[src/rtl/data_prod_proc_mc.sv]
// Multi-channel data producer: round-robin arbiter over per-channel counters, one processing stage, output FIFO.
// Optional beat counter output enabled by defining DATA_PROD_PROC_MC_STATS_EN.
module data_prod_proc_mc #(
    parameter int DATA_W = 8,
    parameter int NUM_CH = 4,
    parameter int DEPTH  = 4,
    localparam int CH_W  = $clog2(NUM_CH),
    localparam int LVL_W = $clog2(DEPTH) + 1
) (
    input  logic              clk,
    input  logic              rst,
    input  logic [NUM_CH-1:0] ch_en,
    input  logic [1:0]        mode,
    output logic              valid_out,
    input  logic              ready_out,
    output logic [DATA_W-1:0] data_out,
    output logic [CH_W-1:0]   ch_out,
    output logic [LVL_W-1:0]  fifo_level
`ifdef DATA_PROD_PROC_MC_STATS_EN
    ,
    output logic [31:0]       beat_count
`endif
);

    localparam int AW = LVL_W - 1;

    logic [DATA_W-1:0] cnt_q [NUM_CH];
    logic [DATA_W-1:0] cnt_d [NUM_CH];
    logic [CH_W-1:0]   ptr_q, ptr_d;

    logic              stage_valid_q, stage_valid_d;
    logic [DATA_W-1:0] stage_data_q, stage_data_d;
    logic [CH_W-1:0]   stage_ch_q, stage_ch_d;
    logic [1:0]        stage_mode_q, stage_mode_d;

    logic [DATA_W-1:0] mem_data_q [DEPTH];
    logic [CH_W-1:0]   mem_ch_q [DEPTH];
    logic [AW-1:0]     wr_ptr_q, wr_ptr_d;
    logic [AW-1:0]     rd_ptr_q, rd_ptr_d;
    logic [LVL_W-1:0]  level_q, level_d;

    logic              pop, push, space_ok, gnt_found, grant;
    logic [CH_W-1:0]   gnt_idx, idx;
    logic [LVL_W:0]    occ;
    logic [DATA_W-1:0] stage_result;

    function automatic logic [DATA_W-1:0] proc_word(input logic [DATA_W-1:0] d, input logic [1:0] m);
        case (m)
            2'b00:   return d;
            2'b01:   return d + DATA_W'(1);
            2'b10:   return ~d;
            default: return {d[DATA_W-2:0], d[DATA_W-1]};
        endcase
    endfunction

    always_comb begin
        pop      = (level_q != '0) && ready_out;
        push     = stage_valid_q;
        // occupancy the FIFO will have once the in-flight stage word lands
        occ      = {1'b0, level_q} + (LVL_W+1)'(stage_valid_q) - (LVL_W+1)'(pop);
        space_ok = occ < (LVL_W+1)'(DEPTH);

        gnt_found = 1'b0;
        gnt_idx   = '0;
        idx       = '0;
        for (int i = 0; i < NUM_CH; i++) begin
            idx = CH_W'((int'(ptr_q) + i) % NUM_CH);
            if (!gnt_found && ch_en[idx]) begin
                gnt_found = 1'b1;
                gnt_idx   = idx;
            end
        end
        grant = gnt_found && space_ok;

        ptr_d = grant ? CH_W'((int'(gnt_idx) + 1) % NUM_CH) : ptr_q;
        for (int k = 0; k < NUM_CH; k++) begin
            cnt_d[k] = cnt_q[k];
            if (grant && (gnt_idx == CH_W'(k)))
                cnt_d[k] = cnt_q[k] + DATA_W'(1);
        end

        stage_valid_d = grant;
        stage_data_d  = grant ? cnt_q[gnt_idx] : stage_data_q;
        stage_ch_d    = grant ? gnt_idx : stage_ch_q;
        stage_mode_d  = grant ? mode : stage_mode_q;
        stage_result  = proc_word(stage_data_q, stage_mode_q);

        wr_ptr_d = push ? wr_ptr_q + AW'(1) : wr_ptr_q;
        rd_ptr_d = pop ? rd_ptr_q + AW'(1) : rd_ptr_q;
        level_d  = level_q + LVL_W'(push) - LVL_W'(pop);
    end

    always_ff @(posedge clk) begin
        if (!rst) begin
            for (int k = 0; k < NUM_CH; k++)
                cnt_q[k] <= DATA_W'(k);
            ptr_q         <= '0;
            stage_valid_q <= 1'b0;
            stage_data_q  <= '0;
            stage_ch_q    <= '0;
            stage_mode_q  <= '0;
            wr_ptr_q      <= '0;
            rd_ptr_q      <= '0;
            level_q       <= '0;
        end else begin
            cnt_q         <= cnt_d;
            ptr_q         <= ptr_d;
            stage_valid_q <= stage_valid_d;
            stage_data_q  <= stage_data_d;
            stage_ch_q    <= stage_ch_d;
            stage_mode_q  <= stage_mode_d;
            wr_ptr_q      <= wr_ptr_d;
            rd_ptr_q      <= rd_ptr_d;
            level_q       <= level_d;
        end
    end

    // storage needs no reset: outputs are gated by occupancy
    always_ff @(posedge clk) begin
        if (rst && push) begin
            mem_data_q[wr_ptr_q] <= stage_result;
            mem_ch_q[wr_ptr_q]   <= stage_ch_q;
        end
    end

    assign valid_out  = (level_q != '0);
    assign data_out   = valid_out ? mem_data_q[rd_ptr_q] : '0;
    assign ch_out     = valid_out ? mem_ch_q[rd_ptr_q] : '0;
    assign fifo_level = level_q;

`ifdef DATA_PROD_PROC_MC_STATS_EN
    logic [31:0] beat_count_q, beat_count_d;

    always_comb beat_count_d = beat_count_q + 32'(pop);

    always_ff @(posedge clk) begin
        if (!rst) beat_count_q <= '0;
        else      beat_count_q <= beat_count_d;
    end

    assign beat_count = beat_count_q;
`endif

endmodule
[config.mk]
export PLATFORM = sky130hd
export DESIGN_NAME = data_prod_proc_mc
export DESIGN_NICKNAME = d
export VERILOG_FILES = /design/src/rtl/data_prod_proc_mc.sv
export SDC_FILE = /design/constraint.sdc
export NUM_CORES = 1
export LEC_CHECK = 0
export CAP_MARGIN = 20
export CORE_MARGIN = 4
export CORE_UTILIZATION = 35
export DETAILED_ROUTE_END_ITERATION = 7
export GPL_TIMING_DRIVEN = 0
export HOLD_SLACK_MARGIN = 0.06
export PLACE_DENSITY_LB_ADDON = 0.3
export SYNTH_ARGS = -nofsm -noshare
export SYNTH_HDL_FRONTEND = slang
export SYNTH_SLANG_ARGS = --single-unit
[constraint.sdc]
create_clock -name clk -period 2.9 [get_ports clk]
set_input_delay 0.29 -clock clk [delete_from_list [all_inputs] [get_ports clk]]
set_output_delay 0.29 -clock clk [all_outputs]
set_load 0.05 [all_outputs]
==> flow_metrics.env, run 1 <==
export IMPL_switching_share=0.4219
export IMPL_gp_congestion=0.7940
export IMPL_routed_wl_um=10400
export IMPL_drt_pass1_iterations=4
export IMPL_pwr_share_seq=0.300
export IMPL_viasPerCell=5.140
export IMPL_finalWorstSetupSlack_ps=-125.9
export IMPL_hpwl_um=7265
export IMPL_postSynthAreaPerCell_um2=11.56
export IMPL_p_leak_nw=2.242
export IMPL_post_drt_wl_per_cell_um=15.99
export IMPL_netlist_cell_type_count=50
export IMPL_syn_to_final_growth_pct=21.22
export IMPL_die_y_um=126.3
export IMPL_grt_pass1_wl_um=17310
export IMPL_die_area_um2=15960
export IMPL_min_path_type="in -> reg"
export IMPL_final_cell_mix="dfxtp_1, edfxtp_1, and2_1"
export IMPL_ioPinCount=23
export IMPL_critical_path_class="reg -> reg"
export IMPL_finalCriticalPeriod_ps=3026
export IMPL_grt_max_degree=18
export IMPL_p_switching_mw=2.454
export IMPL_worst_pin_slew_ps=885.6
export IMPL_yosysTopAreaCell="edfxtp_1"
export IMPL_intPower_mw=3.362
export IMPL_ir_drop_uv=530.9
export IMPL_startpoint_type="flip-flop"
export IMPL_slew_headroom=0.4078
export IMPL_cts_buffers=9
export IMPL_status="finished, violations left"
export IMPL_overflow=0
export IMPL_antenna_found_initial=0
export IMPL_yosysTopAreaCellShare=0.2451
export IMPL_rows=42
export IMPL_clock_sinks=96
export IMPL_synth_area_top_cells="edfxtp_1, dfxtp_1, mux2i_1, and2_1, mux4_2"
export IMPL_cellPowerDensity_nw_per_um2=979.0
export IMPL_hold_slack_ps=334.0
export IMPL_worstPathArrival_ps=3320
export IMPL_crit_required_ps=3190
export IMPL_setup_viol=32
export IMPL_ys_ff_latch=96
export IMPL_ys_warn_count=0
export IMPL_start_util=0.3643
export IMPL_fin_crit_sh=1.043
export IMPL_cts_htree_levels=3
export IMPL_fill_cells=1267
export IMPL_first_iter_violations=247
export IMPL_port_buffers=21
export IMPL_finalHoldViolCount=0
export IMPL_multi_input_area_um2=2601
export IMPL_cp_max_fo=4
export IMPL_regArea_um2=2333
export IMPL_ys_async_sr_fraction=0
export IMPL_first_global_vias=3395
export IMPL_yosysSeqAreaShare=0.4738
export IMPL_drive_gt1_frac=0.2046
export IMPL_grtUsageTotal=0.1367
export IMPL_clk_latency_ps=350
export IMPL_clkTransAtPathRegs_ps=70
export IMPL_die_x_um=126.3
export IMPL_max_cap_violations=0
export IMPL_drtAntennaViolNets=0
export IMPL_failed_checks="setup timing"
export IMPL_synth_flop_cell="dfxtp_1"
export IMPL_netlist_area_um2=4901
export IMPL_antenna_cells=0
export IMPL_rsz0062_at_grt="yes"
export IMPL_power_frac_comb=0.507
export IMPL_netlist_instances=424
export IMPL_slew_violations=0
export IMPL_final_nets=496
export IMPL_synth_edf_count=40
export IMPL_layout_commonest_cell="dfxtp_1"
export IMPL_vias=3341
export IMPL_power_frac_clock=0.193
export IMPL_final_core_util=0.4416
export IMPL_skew_ps=8.548
export IMPL_syn_nets=451
export IMPL_fmax_mhz=330.5
export IMPL_root_buffer="clkbuf_16"
export IMPL_cts_tree="built"
export IMPL_postCtsHoldBufs=0
export IMPL_clk_path_buf_depth=2
export IMPL_end_kind="flip-flop"
export IMPL_core_area_um2=13450
export IMPL_finalPower_mw=5.816
export IMPL_drc=0
## timing repair
| action | in CTS | in global routing |
|---|---|---|
| setup buffers | 12 | 0 |
| endpoints found under the hold margin | 0 | 0 |
| pin swaps | 18 | 7 |
| gates resized for setup | 10 | 8 |
| endpoints found under the setup margin | 46 | 46 |
| cloned | 1 | 0 |
## synthesized netlist by cell type, types with 12 or more instances
library cell and instances:
inv_1 14, nand4_1 18, mux2i_1 27, xor2_1 22, clkbuf_1 12, and2_1 38
edfxtp_1 40, dfxtp_1 56, nand3_1 19, ha_1 17, nand2_1 30
## registers in the layout (all words and copies together) (netlist names), 3 cells and up, named ones only
register      flops
cnt_q            32
mem_data_q       32
mem_ch_q          8
stage_data_q      8
fifo_level        3
## power by group through the flow
stage	registers [mW]	clock network (mW)	logic, mW
after floorplan	1.78	0	1.90
after global placement	1.78	0	2.48
after detailed placement	1.78	0	2.52
after CTS	1.74	1.16	2.91
after global routing	1.77	1.21	3.18
final	1.74	1.12	2.95
## final timing paths
kind                       from   endpoint  slack (ps)  cells after the start
setup / recovery  fifo_level[0]  cnt_q[30]        -130                     13
hold / removal              rst  cnt_q[14]         330                      3
setup reg to reg  fifo_level[0]  cnt_q[30]        -130                     13
hold reg to reg       cnt_q[15]  cnt_q[15]         470                      2
## worst max-delay path, cell delays in order, from the launching register on
cell and delay (ps):
dfxtp_4 340, or3_4 380, and2_4 180, ha_4 200
inv_2 60, ha_4 120, inv_2 30, fa_2 370
xnor2_4 160, a311o_1 340, buf_4 200, nor4b_4 270
xor2_1 180, and2_1 140
## through the flow
stage	setup slack [ps]	instances	setup TNS [ps]	area, µm²
floorplan	-92.91	424	-1040	5030
global placement	-415.5	621	-9503	5460
detailed placement	-409.0	621	-10120	5460
CTS	-165.7	650	-4406	5894
global route	-257.2	650	-6587	5941
finish	-125.9	650	-2354	5941
## final cells by class
type,count,area share
well taps,176,0.03707
plain buffers,23,0.02296
flip-flops and latches,96,0.3928
clock inverters,7,0.008846
multi-input cells,290,0.4379
inverters,15,0.009478
clock buffers,9,0.03791
repair buffers,34,0.05307
## metal layers
layer	wire length, µm	GRT usage	up-vias	share of wire
met5	0	0	-	0
met1	4689	0.1673	1653	0.45
met4	99	0.04101	0	0.0095
met3	436	0.04161	7	0.042
li1	-	-	1628	-
met2	5168	0.2329	53	0.50
## kinds of logic (layout without fill, tap and decap cells)
| kind of cell | Yosys count | in the layout | share of synthesized area |
|---|---|---|---|
| buf+inv | 38 | 88 | 0.03804 |
| mux | 37 | 37 | 0.1011 |
| flops | 96 | 96 | 0.4738 |
| xor+xnor | 31 | 31 | 0.05540 |
| simple gates | 160 | 160 | 0.2060 |
| fa+ha+maj | 18 | 18 | 0.04748 |
| compound gates | 44 | 44 | 0.07812 |
No activity file was read; power rests on OpenSTA's default activity.
==> inputs of run 2 (changes only) <==
Settings changed: RECOVER_POWER set to 25.
==> results of run 2 <==
No change in the layout: final DEF, timing and power equal those of run 1.
==> RTL change 1: new RTL, config.mk and constraints of run 2 <==
`NUM_CH`: 4 -> 8.
--- a/src/rtl/data_prod_proc_mc.sv
+++ b/src/rtl/data_prod_proc_mc.sv
@@ -4,3 +4,3 @@
     parameter int DATA_W = 8,
-    parameter int NUM_CH = 4,
+    parameter int NUM_CH = 8,
     parameter int DEPTH  = 4,
Ports: changed (resized ch_en and ch_out); port bits go from 23 to 28. The function was not compared with the original's and may differ.
==> RTL change 1 against run 2 <==
The flow still finishes with violations (negative setup slack). Combinational power rose by 130%. Design area rose by 81%. Sequential share of layout area down 10 points. Total power rose by 99%. Worst setup slack worse by 0.63 ns. Sequential power rose by 42%. Via count is 96% higher. Global-route usage grew 3.9 points. Routed wire length rose by 110%. Synthesized area is 56% higher. Sequential cell count up 38. Critical endpoint is now cnt_q[21]. Largest cell class unchanged. Largest power group unchanged.
==> RTL change 1: results (changes against run 2) <==
place:
  gp_congestion: 0.841  # +5.9%
  placed_cell_area_mm2: 0.00849  # +56%
drt:
  routed_wl_mm: 21.9  # +110%
  wl_met3_mm: 1.38  # +220%
  drtIter0Drc: 447  # +81%
  met1_length_mm: 9.55  # +100%
pwr:
  irDropWorstVdd_uv: 510  # -3.9%
finish:
  reg_top3: "cnt_q x64, mem_data_q x32, mem_ch_q x12"
  clkbuf_count: 20  # +11
  inv_count: 27  # +12
  nonClkBufAreaFrac_pct: 14.5  # +6.9 points
grt:
  grtUsageTotal_pct: 17.6  # +3.9 points
  met2_usage_pct: 28.6  # +5.3 points
  grt_pass1_vias: 6233  # +84%
  grt_pass1_wl_mm: 33.7  # +95%
setup_path:
  slowest_delay_ns: 0.49  # +0.11 ns
  reg2reg_depth: 16  # +3
  timing.rr.end: "cnt_q[21]"
outcome:
  outcome: "finished, violations left"
  violations: "negative setup slack"
clock_network:
  ctsResizeCount: 98  # +88
  numCtsBuffers: 17  # +8
synth:
  syn-num-nets: 805  # +78%
  synth-xor-area-share_pct: 5.26  # -0.28 points
sta:
  setup_violations: 81  # +150%
  layout_setup_ws_ns: -0.756  # -0.630 ns
  tightestPinTransition_ns: 0.813  # -0.0730 ns
[RTL change 1: report_power, final]
group          internal, W  total (W)  switching, W
combinational      0.00329    0.00690       0.00361
sequential         0.00226    0.00247      0.000208
clock              0.00133    0.00220      0.000876
total              0.00688     0.0116       0.00470
[RTL change 1: how the worst max path moves through the flow]
stage / endpoint / slack [ns] / cells past startpoint
floorplan: cnt_q[36] / -0.68 / 17
global placement: stage_data_q[2] / -1.19 / 13
detailed placement: stage_data_q[2] / -1.22 / 13
CTS: cnt_q[37] / -0.66 / 17
global route: cnt_q[21] / -0.89 / 17
finish: cnt_q[21] / -0.76 / 16
[RTL change 1: per-stage QoR]
stage / hold slack [ns] / TNS (ns) / cells
after floorplan: 0.426 / -34.53 / 770
after global placement: 0.450 / -73.12 / 1072
after detailed placement: 0.460 / -75.10 / 1072
after CTS: 0.394 / -40.63 / 1165
after global routing: 0.407 / -59.98 / 1197
final: 0.404 / -48.22 / 1197
==> RTL change 2: new RTL, settings of run 2 <==
Without the edit above. Register the input `mode` before use, without a reset. The logic sees it one clock later. The other inputs are not delayed to match.
--- a/src/rtl/data_prod_proc_mc.sv
+++ b/src/rtl/data_prod_proc_mc.sv
@@ -25,2 +25,8 @@
     localparam int AW = LVL_W - 1;
+
+    logic [1:0] mode_q;
+
+    always_ff @(posedge clk) begin
+        mode_q <= mode;
+    end
 
@@ -84,3 +90,3 @@
         stage_ch_d    = grant ? gnt_idx : stage_ch_q;
-        stage_mode_d  = grant ? mode : stage_mode_q;
+        stage_mode_d  = grant ? mode_q : stage_mode_q;
         stage_result  = proc_word(stage_data_q, stage_mode_q);
Behaviour: not the same (a bounded check fails within 4 cycles, from zero or initial values and one cycle with rst low).
==> RTL change 2 against run 2 <==
The run still ends with negative setup slack left. Design area shrank 0.19%. Sequential cell count grew 2. Total power grew 2.0%. Synthesized cell count grew 0.24%. Clock skew shrank 0.0032 ns. Synthesized area shrank 5.1%. Worst setup slack lost 0.041 ns. Largest power group unchanged. Clock power grew 5%. Routed wire length grew 0.21%. Worst hold slack gained 0.11 ns.
==> RTL change 2: results (changes against run 2) <==
setup_path:
  cp_max_fo: 5  # +1
  worst_path_dominant_cell_family: "simple AND/OR/NAND/NOR gates"
  slowest_delay_ns: 0.38  # about the same
  arrival_ns: 3.34  # +0.02 ns
  reg2reg_depth: 13  # unchanged
synth:
  ys_async_sr_fraction_pct: 0  # unchanged
  synth_common_cells: "58 x dfxtp_1, 40 x edfxtp_1, 37 x nor2_1"
  yosysSeqAreaShare_pct: 50.8  # +3.4 points
  synth_area_leaders: "edfxtp_1 26%, dfxtp_1 25%, mux2i_1 5.0%"
  syn-num-nets: 452  # +0.22%
  yosysWarnings: 0  # unchanged
  synth_most_common_cell: "dfxtp_1"
  yosysUniqueCellTypes: 47  # -6.0%
  synth_edf_count: 40  # unchanged
clock_network:
  htree_num_levels: 3  # unchanged
  cts_root_buf: "clkbuf_16"
  ctsResizeCount: 29  # +19
  cts_hold_buf: 0  # unchanged
  numCtsBuffers: 9  # unchanged
  cts_setup_buffers: 18  # +6
  clock_latency_ns: 0.35  # about the same
  cts.clk_slew.worst_paths_ns: 0.07  # about the same
place:
  gp_congestion: 0.792  # -0.28%
  dp.final_hpwl_mm: 7.35  # +1.1%
  placed_cell_area_mm2: 0.00518  # -5.1%
pwr:
  p_clk_w: 0.00118  # +5%
  p_leak_nw: 2.04  # -9.2%
  irDropWorstVdd_uv: 585  # +10%
  power_frac_comb_pct: 50.9  # +0.2 points
  switchingPower_w: 0.00241  # -1.8%
  cellPowerDensity_mw_per_mm2: 1000  # +2.2%
drt:
  routed_wl_mm: 10.4  # +0.21%
  drtPass1Iterations: 4  # unchanged
  drtIter0Drc: 230  # -6.9%
  num_vias: 3398  # +1.7%
finish:
  drive_gt1_share_pct: 21.6  # +1.2 points
  nets: 503  # +1.4%
  fillCellCount: 1180  # -6.9%
  reg_top3: "cnt_q x32, mem_data_q x32"
  num_antenna_cells: 0  # unchanged
grt:
  grt_pass1_vias: 3564  # +5.0%
  grt_start_max_net_pins: 19  # +1
  grt_pass1_wl_mm: 17.4  # +0.72%
  grtUsageTotal_pct: 15.1  # +1.4 points
  antenna_found_initial: 0  # unchanged
sta:
  layout_setup_ws_ns: -0.167  # -0.0410 ns
  max_slew_margin_pct: 52.9  # +12 points
  setup_violations: 38  # +19%
  clock_skew_ns: 0.00533  # -0.00322 ns
hold_path:
  hold_depth: 2  # -1
  hold_class: "reg -> reg"
outcome:
  outcome: "finished, violations left"
  violations: "negative setup slack"
==> RTL change 2: cell count changes after synthesis, moves of 7 or more <==
cell,run 2,this run
o221ai_1,0,8
nor3_2,10,0
and2_1,38,15
nor2_1,4,37
a21oi_1,8,15
o221ai_2,8,0
xor2_1,22,14
==> RTL change 2: worst paths after layout <==
path                 startpoint  slack (ns)         endpoint
setup reg to reg  fifo_level[0]       -0.17        cnt_q[31]
setup / recovery  fifo_level[0]       -0.17        cnt_q[31]
hold reg to reg       mode_q[0]        0.45  stage_mode_q[0]
hold / removal        mode_q[0]        0.45  stage_mode_q[0]
==> RTL change 2: through the flow <==
step / cells / TNS (ns) / setup WS (ns)
after floorplan: 425 / -1.11 / -0.0921
after global placement: 618 / -7.98 / -0.342
after detailed placement: 618 / -9.84 / -0.375
after CTS: 651 / -2.21 / -0.166
after global routing: 653 / -8.19 / -0.282
final: 653 / -2.46 / -0.167
==> RTL change 2: layout make-up <==
type                       instances  area (um2)  area share [%]
sequential                        98        2370            40.0
timing repair buffer              41         399            6.73
clock buffer                      10         239            4.03
tap                              172         215            3.63
multi-input combinational        293        2490            42.1
inverter                          14        52.6           0.886
clock inverter                     6        56.3           0.950
buffer                            19         101            1.71
==> RTL change 2: cells by family after synthesis <==
| group | Yosys count | synth area share (%) |
|---|---|---|
| adder cells (fa/ha/maj) | 18 | 5.01 |
| buffers and inverters | 34 | 2.88 |
| multiplexers | 33 | 9.80 |
| AND/OR/NAND/NOR | 163 | 18.4 |
| AO/OA/AOI/OAI | 50 | 7.67 |
| flip-flops | 98 | 50.8 |
| XOR/XNOR | 29 | 5.46 |
==> RTL change 2: routing by layer <==
metal / GRT usage [%] / part of all wire, %
met5: 0 / 0
met4: 6.37 / 1.9
met3: 3.80 / 2.6
met2: 25.9 / 52
met1: 17.9 / 44
